--- config.mk ---
export PLATFORM = sky130hd
export DESIGN_NAME = maxpool2x2_stream_flat
export DESIGN_NICKNAME = d
export VERILOG_FILES = /design/src/rtl/pool_pkg.sv /design/src/rtl/maxpool2x2_stream_if.sv /design/src/rtl/fp16_max.sv /design/src/rtl/maxpool2x2_stream.sv /design/src/flat_wrapper.sv
export SDC_FILE = /design/constraint.sdc
export NUM_CORES = 2
export LEC_CHECK = 0
export CORE_ASPECT_RATIO = 0.8
export CORE_MARGIN = 8
export CORE_UTILIZATION = 25
export CTS_BUF_LIST = sky130_fd_sc_hd__clkbuf_8
export DETAILED_ROUTE_END_ITERATION = 7
export PLACE_DENSITY_LB_ADDON = 0.05
export RECOVER_POWER = 100
export SYNTH_ARGS = -nofsm -noshare
export SYNTH_HDL_FRONTEND = slang
export SYNTH_SLANG_ARGS = --single-unit
--- constraint.sdc ---
create_clock -name clk -period 6.2 [get_ports clk]
set_input_delay 1.24 -clock clk [delete_from_list [all_inputs] [get_ports clk]]
set_output_delay 1.24 -clock clk [all_outputs]
set_load 0.01 [all_outputs]
--- src/rtl/pool_pkg.sv ---
// Shared types and constants for the 2x2 / stride-2 float16 max-pooling stage.
package pool_pkg;

    typedef logic [15:0] fp16_t;

    typedef enum logic [1:0] {
        IDLE,
        ROW_EVEN,
        ROW_ODD,
        DRAIN
    } pool_state_e;

    localparam fp16_t FP16_POS_ZERO = 16'h0000;

    // Any value with the sign bit set, including -0, becomes +0.
    function automatic fp16_t fp16_relu_clamp(fp16_t x);
        return x[15] ? FP16_POS_ZERO : x;
    endfunction

endpackage

--- src/rtl/maxpool2x2_stream_if.sv ---
// Input and output pixel streams of the pooling stage; the stage is the slave end.
interface maxpool2x2_stream_if #(
    parameter int DATA_WIDTH = 16
);
    logic                  in_valid;
    logic                  in_ready;
    logic [DATA_WIDTH-1:0] in_data;
    logic                  out_valid;
    logic                  out_ready;
    logic [DATA_WIDTH-1:0] out_data;

    modport slave (
        input  in_valid, in_data, out_ready,
        output in_ready, out_valid, out_data
    );

    modport master (
        output in_valid, in_data, out_ready,
        input  in_ready, out_valid, out_data
    );
endinterface

--- src/rtl/fp16_max.sv ---
// Combinational float16 max; returns a when a >= b, so +0/-0 ties keep a.
module fp16_max
    import pool_pkg::*;
(
    input  fp16_t a_i,
    input  fp16_t b_i,
    output fp16_t y_o
);

    logic        a_neg, b_neg;
    logic [14:0] a_mag, b_mag;
    logic        a_ge_b;

    assign a_neg = a_i[15];
    assign b_neg = b_i[15];
    assign a_mag = a_i[14:0];
    assign b_mag = b_i[14:0];

    always_comb begin
        a_ge_b = 1'b1;
        if (a_mag == '0 && b_mag == '0) begin
            a_ge_b = 1'b1;
        end else if (a_neg != b_neg) begin
            a_ge_b = !a_neg;
        end else if (!a_neg) begin
            a_ge_b = (a_mag >= b_mag);
        end else begin
            a_ge_b = (a_mag <= b_mag);
        end
    end

    assign y_o = a_ge_b ? a_i : b_i;

endmodule

--- src/rtl/maxpool2x2_stream.sv ---
// Streaming 2x2 / stride-2 float16 max-pool with a half-width row buffer.
// Optional MAXPOOL_RELU_CLAMP_EN: negative inputs (incl. -0) are forced to +0.
module maxpool2x2_stream
    import pool_pkg::*;
#(
    parameter int DATA_WIDTH = 16,
    parameter int MAX_WIDTH  = 256,
    parameter int MAX_HEIGHT = 256
) (
    input  logic                            clk,
    input  logic                            rst_n,
    input  logic                            start,
    input  logic [$clog2(MAX_WIDTH+1)-1:0]  cfg_width,
    input  logic [$clog2(MAX_HEIGHT+1)-1:0] cfg_height,
    maxpool2x2_stream_if.slave              strm,
    output logic                            busy,
    output logic                            done
);

    localparam int CW    = $clog2(MAX_WIDTH + 1);
    localparam int HW    = $clog2(MAX_HEIGHT + 1);
    localparam int DEPTH = MAX_WIDTH / 2;
    localparam int AW    = $clog2(DEPTH);

    pool_state_e   state_q;
    logic [CW-1:0] width_q, col_q;
    logic [HW-1:0] height_q, row_q;
    fp16_t         h_q;
    fp16_t         out_data_q;
    logic          out_valid_q;
    logic          busy_q;
    logic          done_q;

    fp16_t         rowbuf [DEPTH];

    fp16_t         px;
    fp16_t         hmax;
    fp16_t         vmax;
    fp16_t         rb_rd;
    logic [AW-1:0] rb_idx;
    logic          in_ready;
    logic          in_fire;
    logic          col_odd;
    logic          col_last;
    logic          row_last;

`ifdef MAXPOOL_RELU_CLAMP_EN
    assign px = fp16_relu_clamp(fp16_t'(strm.in_data));
`else
    assign px = fp16_t'(strm.in_data);
`endif

    assign in_ready = (state_q == ROW_EVEN) ||
                      (state_q == ROW_ODD && (!out_valid_q || strm.out_ready));
    assign in_fire  = strm.in_valid && in_ready;
    assign col_odd  = col_q[0];
    assign col_last = (col_q == width_q - 1'b1);
    assign row_last = (row_q == height_q - 1'b1);
    assign rb_idx   = AW'(col_q >> 1);
    assign rb_rd    = rowbuf[rb_idx];

    fp16_max u_max_h (
        .a_i (h_q),
        .b_i (px),
        .y_o (hmax)
    );

    fp16_max u_max_v (
        .a_i (rb_rd),
        .b_i (hmax),
        .y_o (vmax)
    );

    // Row buffer holds the horizontal maxima of the even row; no reset needed.
    always_ff @(posedge clk) begin
        if (in_fire && state_q == ROW_EVEN && col_odd) begin
            rowbuf[rb_idx] <= hmax;
        end
    end

    always_ff @(posedge clk or negedge rst_n) begin
        if (!rst_n) begin
            state_q     <= IDLE;
            width_q     <= '0;
            height_q    <= '0;
            col_q       <= '0;
            row_q       <= '0;
            h_q         <= FP16_POS_ZERO;
            out_data_q  <= FP16_POS_ZERO;
            out_valid_q <= 1'b0;
            busy_q      <= 1'b0;
            done_q      <= 1'b0;
        end else begin
            done_q <= 1'b0;
            if (out_valid_q && strm.out_ready) begin
                out_valid_q <= 1'b0;
            end

            case (state_q)
                IDLE: begin
                    if (start) begin
                        width_q  <= cfg_width;
                        height_q <= cfg_height;
                        col_q    <= '0;
                        row_q    <= '0;
                        busy_q   <= 1'b1;
                        state_q  <= ROW_EVEN;
                    end
                end

                ROW_EVEN, ROW_ODD: begin
                    if (in_fire) begin
                        // A trailing even column on odd widths lands in h_q and is never used.
                        if (!col_odd) begin
                            h_q <= px;
                        end else if (state_q == ROW_ODD) begin
                            out_data_q  <= vmax;
                            out_valid_q <= 1'b1;
                        end

                        if (col_last) begin
                            col_q <= '0;
                            row_q <= row_q + 1'b1;
                            if (row_last) begin
                                state_q <= DRAIN;
                            end else begin
                                state_q <= (state_q == ROW_EVEN) ? ROW_ODD : ROW_EVEN;
                            end
                        end else begin
                            col_q <= col_q + 1'b1;
                        end
                    end
                end

                DRAIN: begin
                    if (!out_valid_q || strm.out_ready) begin
                        done_q  <= 1'b1;
                        busy_q  <= 1'b0;
                        state_q <= IDLE;
                    end
                end

                default: state_q <= IDLE;
            endcase
        end
    end

    assign strm.in_ready  = in_ready;
    assign strm.out_valid = out_valid_q;
    assign strm.out_data  = DATA_WIDTH'(out_data_q);
    assign busy           = busy_q;
    assign done           = done_q;

endmodule

--- src/flat_wrapper.sv ---
// flat-port wrapper written by rule: the top's interface ports become plain ports
module maxpool2x2_stream_flat import pool_pkg::*;
#(
    parameter int DATA_WIDTH = 16,
    parameter int MAX_WIDTH  = 256,
    parameter int MAX_HEIGHT = 256
)
  (clk, rst_n, start, cfg_width, cfg_height, busy, done, strm_in_valid, strm_in_data, strm_out_ready, strm_in_ready, strm_out_valid, strm_out_data);
  maxpool2x2_stream_if #(.DATA_WIDTH(DATA_WIDTH)) strm_i ();
  input  logic clk;
  input  logic rst_n;
  input  logic start;
  input  logic [$clog2(MAX_WIDTH+1)-1:0] cfg_width;
  input  logic [$clog2(MAX_HEIGHT+1)-1:0] cfg_height;
  output logic busy;
  output logic done;
  input wire logic [$bits(strm_i.in_valid)-1:0] strm_in_valid;
  input wire logic [$bits(strm_i.in_data)-1:0] strm_in_data;
  input wire logic [$bits(strm_i.out_ready)-1:0] strm_out_ready;
  output wire logic [$bits(strm_i.in_ready)-1:0] strm_in_ready;
  output wire logic [$bits(strm_i.out_valid)-1:0] strm_out_valid;
  output wire logic [$bits(strm_i.out_data)-1:0] strm_out_data;
  assign strm_i.in_valid = strm_in_valid;
  assign strm_i.in_data = strm_in_data;
  assign strm_i.out_ready = strm_out_ready;
  assign strm_in_ready = strm_i.in_ready;
  assign strm_out_valid = strm_i.out_valid;
  assign strm_out_data = strm_i.out_data;
  maxpool2x2_stream #(.DATA_WIDTH(DATA_WIDTH), .MAX_WIDTH(MAX_WIDTH), .MAX_HEIGHT(MAX_HEIGHT)) u_core (.clk(clk), .rst_n(rst_n), .start(start), .cfg_width(cfg_width), .cfg_height(cfg_height), .strm(strm_i), .busy(busy), .done(done));
endmodule
==> impl_metrics.ini <==
[power_and_ir_drop]
p_sw_mw = 20.5
p_sw_share_pct = 40.7
p_leak_nw = 32.6
p_clk_share_pct = 23.9
comb_power_share_pct = 39.4
peakVddDrop_uv = 489
seq_power_share_pct = 36.7
intPower_mw = 30.0
power.density_mw_per_mm2 = 504

[sta]
finalMaxSlewViolations = 2030
tightest_slew_ps = 3770
rsz0062_at_grt = no
max_freq_ghz = 0.157
final.min_clock_period_ps = 6390
timing.final.ws_setup_ps = -187
period_share_pct = 103
finClkSkew_ps = 67.2
setup_viol = 89
relSlewSlack_pct = -151
hold_viol_final = 0

[clocking]
ctsLongestPathBuffers = 4
h-tree-depth = 5
clkSinkCount = 2121
cts_resized = 0
root_buffer = clkbuf_8
cts_buffers = 381
clk_latency_ps = 1030
clkTransAtPathRegs_ps = 60
postCtsHoldBufs = 0
cts_setup_buffers = 0
cts_tree = built

[critical_path]
worstPathArrival_ps = 7000
cpMaxStageDelayCell = nor2_2
cp_cell_sequence = buf_12 > buf_12 > nor3_1 > clkbuf_1 > nand2_1 > clkbuf_1 > nor2_2
crit_path_end_kind = flop
worstPathMaxFanout = 17
critical_path_class = reg2reg
start_kind = flop
max_stage_delay_ps = 1480
crit_required_ps = 6820

[synthesis]
syn_inst = 4786
synth_common_cells = 2048 x edfxtp_1, 324 x mux2i_1, 240 x nor2_1, 236 x nand2_1, 209 x mux4_2
yosysSeqAreaShare_pct = 74.6
syn_nets = 4864
syn_area_per_cell_sq_um = 17.7
ys.flop_type = edfxtp_1
synth_area_sq_mm = 0.0849
yosysMostFrequentCell = edfxtp_1
yosys_warnings = 0
ys_seq_elements = 2121
ys_top_cells_by_area = edfxtp_1 72%, mux4_2 5.5%, mux2i_1 3.8%
synth-edff-count = 2048
yosysTopAreaCellShare_pct = 72.4
ys_types = 90
synth_largest_area_cell = edfxtp_1
async_flop_share_pct = 3.44

[routing]
wire_per_inst_microns = 35.9
drc = 0
ant_nets = 0
vias = 49886
first_pass_iters = 6
routed_wl_mm = 368
drt-initial-drc-count = 5147
vias_per_cell = 4.86

[die]
die_w_microns = 668
start_util_pct = 25.1
die_h_microns = 537
ios = 59
row_count = 191
dieArea_sq_mm = 0.359
coreArea_sq_mm = 0.338

[placement]
place_area_sq_mm = 0.0946
dp_hpwl_mm = 236
numPlacedInstances = 9587
post-place-ws_ps = -78.9
port_buffers = 58
gp_congestion = 0.819

[run_status]
status = finished, violations left
violations = max-capacitance violations, max-slew violations, negative setup slack

[hold_path]
hold_class = reg2reg

[global_route]
overflow = 0
grt_pass1_wl_mm = 486
grt_max_degree = 130
antenna_found_initial = 53
grt_usage_pct = 19.9
grt_pass1_vias = 49932

[job]
drv_cap = 55

[layout]
final_area_sq_mm = 0.100
areaGrowthSynthToFinish_pct = 18.0
post-route-util_pct = 29.6
drive_gt1_share_pct = 22.3
fin_nets = 5513
final_cells = 10255
-- logic make-up after synthesis --
group                    synth area share (%)
flip-flops                               74.6
AO/OA/AOI/OAI                            6.85
AND/OR/NAND/NOR                          3.87
multiplexers                             11.5
buffers and inverters                    2.40
adder cells (fa/ha/maj)                 0.575
XOR/XNOR                                0.248
-- cell usage in the layout (no fill, tap or decap), drive strengths merged, types with 12 or more instances in the layout --
master,instances
edfxtp,2048
clkbuf,561
buf,333
mux2i,324
nor2,240
nand2,236
mux4,209
inv,197
o21ai,171
mux2,158
a21oi,145
clkinv,119
a221oi,105
a22oi,79
o22ai,76
dfrtp,73
nand3,54
ha,39
nor3,37
o221ai,36
clkdlybuf4s50,34
a221o,32
a31oi,31
a211oi,26
nand4,25
nor2b,24
dlygate4sd3,23
a22o,20
and3,19
o2bb2ai,16
nor4,15
or3,14
nand2b,14
diode,13
a21o,13
xnor2,13
and2,13
o211ai,12
-- layer usage --
metal  global-route usage [%]  part of all wire [%]  up-vias
met5                        0                0.0035        -
met4                     4.92                   2.7        2
met3                     3.31                   5.6      472
met2                     29.7                    43     1610
met1                     29.8                    48    27076
li1                         -                     -    20726
-- power by group through the flow --
stage                     combinational (mW)  clock [mW]  sequential, mW
after global placement                  20.4           0            18.6
after global routing                    20.7        13.0            18.6
after detailed placement                20.4           0            18.6
final                                   19.9        12.1            18.5
after floorplan                         9.08           0            18.5
after CTS                               20.4        12.5            18.3
-- layout make-up --
type | instances | area, sq um
sequential | 2121 | 63300
timing repair buffer | 561 | 4340
clock inverter | 265 | 1200
fill | 33676 | 238000
multi-input combinational | 2310 | 19900
clock buffer | 390 | 5370
antenna | 13 | 32.5
inverter | 60 | 240
tap | 4535 | 5670
-- worst max-delay path: cells and delay by family (launching register included) --
kind	cells	cell delay [ps]
buffers and inverters	4	1940
flip-flops	1	580
AND/OR/NAND/NOR	3	3400
-- final timing paths --
| kind | endpoint | cells after the start | start | slack, ps |
|---|---|---|---|---|
| min reg2reg | u_core.strm.out_data[5] | 2 | u_core.strm.out_data[5] | 490 |
| max reg2reg | u_core.rowbuf[80][11] | 7 | u_core.col_q[2] | -190 |
| max | u_core.rowbuf[80][11] | 7 | u_core.col_q[2] | -190 |
| min in group asynchronous | u_core.height_q[5] | 1 | rst_n | 1070 |
| min | u_core.strm.out_data[5] | 2 | u_core.strm.out_data[5] | 490 |
| max in group asynchronous | u_core.col_q[1] | 2 | rst_n | 1500 |
-- sequential cells by signal (all words and copies together), names as in the netlist --
signal                 flops
u_core.col_q               9
u_core.strm.out_valid      1
u_core.height_q            9
u_core.h_q                16
u_core.row_q               9
u_core.strm.out_data      16
u_core.rowbuf           2048
u_core.state_q             2
u_core.busy                1
u_core.width_q             9
u_core.done                1
-- metrics by stage --
step           TNS, ps  power, mW  hold slack [ps]
6_report         -8230       50.5              494
5_1_grt              0       52.3              537
4_1_cts              0       51.2              154
3_5_place_dp      -186       39.0              491
3_3_place_gp     -1290       39.1              482
2_1_floorplan        0       27.6              479
Note: power is estimated with default switching activity, not from simulation.
